==> config.mk <==
export PLATFORM = sky130hd
export DESIGN_NAME = keccak_byte_packer
export DESIGN_NICKNAME = d
export VERILOG_FILES = /design/src/rtl/keccak_byte_packer.sv
export SDC_FILE = /design/constraint.sdc
export NUM_CORES = 1
export LEC_CHECK = 0
export ABC_AREA = 1
export CORE_MARGIN = 5
export CORE_UTILIZATION = 52
export CTS_CLUSTER_DIAMETER = 60
export CTS_CLUSTER_SIZE = 16
export DETAILED_ROUTE_END_ITERATION = 7
export PLACE_DENSITY = 0.79
export SETUP_SLACK_MARGIN = 0.02
export SYNTH_ARGS = -nofsm -noshare
export SYNTH_HDL_FRONTEND = slang
export SYNTH_SLANG_ARGS = --single-unit
==> constraint.sdc <==
create_clock -name clk -period 2.2 [get_ports clk]
set_clock_uncertainty 0.1 [all_clocks]
set_input_delay 0.33 -clock clk [delete_from_list [all_inputs] [get_ports clk]]
set_output_delay 0.33 -clock clk [all_outputs]
set_load 0.01 [all_outputs]
==> src/rtl/keccak_byte_packer.sv <==
// Byte-stream to 32-bit word packer feeding the keccak core: big-endian packing, final-word
// marking with valid byte count, zero pad word for 4k-length messages, empty-message support.
module keccak_byte_packer (
  input  logic        clk,
  input  logic        reset,
  input  logic [7:0]  byte_in,
  input  logic        byte_valid,
  input  logic        byte_last,
  input  logic        msg_empty,
  output logic        byte_ready,
  output logic [31:0] in,
  output logic        in_ready,
  output logic        is_last,
  output logic [1:0]  byte_num,
  input  logic        buffer_full,
  output logic        msg_sent
);

  typedef enum logic [1:0] {StFill, StFinalPad, StFinal} state_e;

  state_e      state_q, state_d;
  logic [23:0] acc_q, acc_d;
  logic [1:0]  count_q, count_d;
  logic [31:0] in_q, in_d;
  logic        in_ready_q, in_ready_d;
  logic        is_last_q, is_last_d;
  logic [1:0]  byte_num_q, byte_num_d;
  logic        msg_sent_q, msg_sent_d;

  logic        take;
  logic        byte_acc;
  logic        empty_acc;
  logic [31:0] merged;

  assign in       = in_q;
  assign in_ready = in_ready_q;
  assign is_last  = is_last_q;
  assign byte_num = byte_num_q;
  assign msg_sent = msg_sent_q;

  always_comb begin
    take       = in_ready_q & ~buffer_full;
    byte_ready = reset & (state_q == StFill) & (~in_ready_q | ~buffer_full);
    byte_acc   = byte_valid & byte_ready;
    empty_acc  = msg_empty & ~byte_valid & (count_q == 2'd0) & byte_ready;
    // Accumulated lanes plus the incoming byte; lanes below it are forced to zero.
    unique case (count_q)
      2'd0:    merged = {byte_in, 24'h000000};
      2'd1:    merged = {acc_q[23:16], byte_in, 16'h0000};
      2'd2:    merged = {acc_q[23:8], byte_in, 8'h00};
      default: merged = {acc_q, byte_in};
    endcase
  end

  always_comb begin
    state_d    = state_q;
    acc_d      = acc_q;
    count_d    = count_q;
    in_d       = in_q;
    in_ready_d = in_ready_q;
    is_last_d  = is_last_q;
    byte_num_d = byte_num_q;
    msg_sent_d = 1'b0;

    if (take) begin
      in_ready_d = 1'b0;
      is_last_d  = 1'b0;
      byte_num_d = 2'd0;
    end

    unique case (state_q)
      StFill: begin
        if (byte_acc) begin
          if ((count_q == 2'd3) || byte_last) begin
            in_d       = merged;
            in_ready_d = 1'b1;
            acc_d      = 24'h000000;
            count_d    = 2'd0;
            if (byte_last && (count_q != 2'd3)) begin
              is_last_d  = 1'b1;
              byte_num_d = count_q + 2'd1;
              state_d    = StFinal;
            end else begin
              is_last_d  = 1'b0;
              byte_num_d = 2'd0;
              if (byte_last) begin
                state_d = StFinalPad;
              end
            end
          end else begin
            acc_d   = merged[31:8];
            count_d = count_q + 2'd1;
          end
        end else if (empty_acc) begin
          in_d       = 32'h00000000;
          in_ready_d = 1'b1;
          is_last_d  = 1'b1;
          byte_num_d = 2'd0;
          state_d    = StFinal;
        end
      end
      StFinalPad: begin
        // Full final word is leaving; follow it immediately with the zero terminator.
        if (take) begin
          in_d       = 32'h00000000;
          in_ready_d = 1'b1;
          is_last_d  = 1'b1;
          byte_num_d = 2'd0;
          state_d    = StFinal;
        end
      end
      StFinal: begin
        if (take) begin
          msg_sent_d = 1'b1;
          state_d    = StFill;
        end
      end
      default: state_d = StFill;
    endcase
  end

  always_ff @(posedge clk) begin
    if (!reset) begin
      state_q    <= StFill;
      acc_q      <= 24'h000000;
      count_q    <= 2'd0;
      in_q       <= 32'h00000000;
      in_ready_q <= 1'b0;
      is_last_q  <= 1'b0;
      byte_num_q <= 2'd0;
      msg_sent_q <= 1'b0;
    end else begin
      state_q    <= state_d;
      acc_q      <= acc_d;
      count_q    <= count_d;
      in_q       <= in_d;
      in_ready_q <= in_ready_d;
      is_last_q  <= is_last_d;
      byte_num_q <= byte_num_d;
      msg_sent_q <= msg_sent_d;
    end
  end

endmodule

==> metrics <==
Synth Warn #=0; TritonCTS buffer count=9; worst-skew pair later-pin latency=350 ps; critical path type=in -> out; number of synthesized flops with an enable pin=0; gr usage total=21.3%; Commonest cells post-synth=nand2_1, dfxtp_1, a21oi_1, o21ai_0, nand3_1; most common cell in the netlist=nand2_1; vias in the first global route=2693; Starting Density=52.7%; DR DRC count=0; Post-CTS Resized=0; Layout Cells excl Fill=515; buffers added on ports=just over 50; Period minus WS final=approximately 2100 ps; Slew @ Worst Pin=608 ps; dpl cells=499; Startpoint Class=input port; Max VDD drop=0.000509 V; Post-CTS Setup Bufs=0; Hold/Removal Path Class=reg -> reg; site row count=27; max cap viols=0; DP Wirelength=5000 µm; root buffer cell=clkbuf_8; antenna cell count=0; First-pass DRT Iterations=4; top achievable clock speed=0.474 GHz; full die area=approximately 0.007 mm²; Netlist cell types=23; initial antenna violation count=0; Clock transition at path regs=60 ps; status=finished, final reports clean; register area share after synthesis=45.4%; vias per cell=approximately 5.3; Vias=about 2700; cells after synthesis=388; total gr overflow=0; CTS Buffer Depth=2; synthesized area per cell=7.38 µm²; dominant cell type by area after synthesis=dfxtp_1; post-DR wirelength/cell=14.2 µm; Slew HR=59.5%; Final Cycle Share=96.0%; Sum Neg Setup Slack=0 ps; RSZ-0062 raised after global routing=no; fraction of layout cells with a size suffix above 1=9.03%; Max FO, Critical Path=4; pwr dens=~830 mW/mm²; synth top area cells=dfxtp_1, nand2_1, a21oi_1, o21ai_0, nand3_1; H-Tree Depth=3; Post-Route Utilization=67.0%; area grow syn2layout=27.2%; gpl congestion=0.882; CTS Hold Bufs=0; top-area cell type share of the netlist area=45.4%; core area=0.00544 mm²; worst path required time=roughly 1800 ps; Final Hold Viols=0; number of routed nets with antenna violations=0; Worst EP arrival=1680 ps; Primary FF master, synth=dfxtp_1; fin nets=456; post-synth net total=406; Synth Cell Area=0.00287 mm²; leakage power total=1.37 nW; I/O pin count=52; flops & latches, synth=between 60 and 70; die height=about 84 µm; first-pass GRT wire length=12300 µm; worst hold slack=362 ps; Initial DRC Count=199; die width=84.2 µm; Total Routed Length=7330 µm; pin count of the biggest net entering global routing=62; Async SR Flop Fraction=0%; CTS tree=built; Final setup viols=0; clk sink count=65; Crit. End Element=output port; Max Slew Vio Count=0
==> final timing paths <==
path,depth (start not counted),to,slack (ps),startpoint
worst min-delay path,2,acc_q[0],360,acc_q[0]
worst min register to register,2,acc_q[0],360,acc_q[0]
worst max register to register,9,in[2],240,count_q[0]
worst max-delay path,4,byte_ready,90,reset
==> routing by layer <==
layer / routed length (µm) / GRT usage, % / vias up
met5: 0 / 0 / -
met4: 172 / 8.63 / 0
met3: 464 / 6.28 / 19
met2: 3510 / 35.4 / 100
met1: 3180 / 25.9 / 1233
li1: - / - / 1388
==> registers in the layout, indices dropped and copies added (netlist names) <==
signal,flops
acc_q,24
byte_num,2
count_q,2
in,32
in_ready,1
is_last,1
msg_sent,1
state_q,2
==> logic make-up (layout without fill, tap and decap cells) <==
| family | after synthesis | count (layout) | share of synthesized area [%] |
|---|---|---|---|
| and+or+nand+nor | 161 | 161 | 25.3 |
| AOI/OAI and AO/OA | 103 | 103 | 18.8 |
| DFF | 65 | 65 | 45.4 |
| buffers and inverters | 55 | 110 | 8.73 |
| adders and majority gates | 4 | 4 | 1.75 |
==> critical path: stages <==
cell and delay [ps]:
clkdlybuf4s50_1 590, nand3_2 150, inv_1 80, clkdlybuf4s50_1 530
==> power by group <==
part           switching, mW  internal (mW)  total (mW)
Combinational          0.414          0.226       0.639
Clock                  0.467          0.632        1.10
Sequential            0.0490           1.22        1.27
==> cell usage in the layout, fill, tap and decap left out, drive strengths merged, types with 5 or more instances in the layout <==
| master | n |
|---|---|
| clkbuf | 10 |
| inv | 32 |
| nor2 | 23 |
| buf | 11 |
| a21oi | 52 |
| dfxtp | 65 |
| nand2 | 96 |
| o21ai | 42 |
| nand4 | 5 |
| clkdlybuf4s50 | 51 |
| nand3 | 34 |
| a22oi | 8 |
==> area by class of cell <==
type | instances | area [µm²]
well taps | 72 | 90.1
flip-flops and latches | 65 | 1300
clock buffers | 10 | 128
inverters | 32 | 123
repair buffers | 62 | 606
multi-input cells | 268 | 1320
fillers | 480 | 1790
clock inverters | 6 | 82.6
==> stage by stage <==
step	setup slack [ps]	total power, mW	instance area (µm²)
2_1_floorplan	540	1.73	2870
3_3_place_gp	85.3	1.91	3430
3_5_place_dp	-32.1	1.93	3430
4_1_cts	95.2	3.02	3640
5_1_grt	22.9	3.15	3650
6_report	88.4	3.01	3650
No activity file was read; power rests on OpenSTA's default activity.
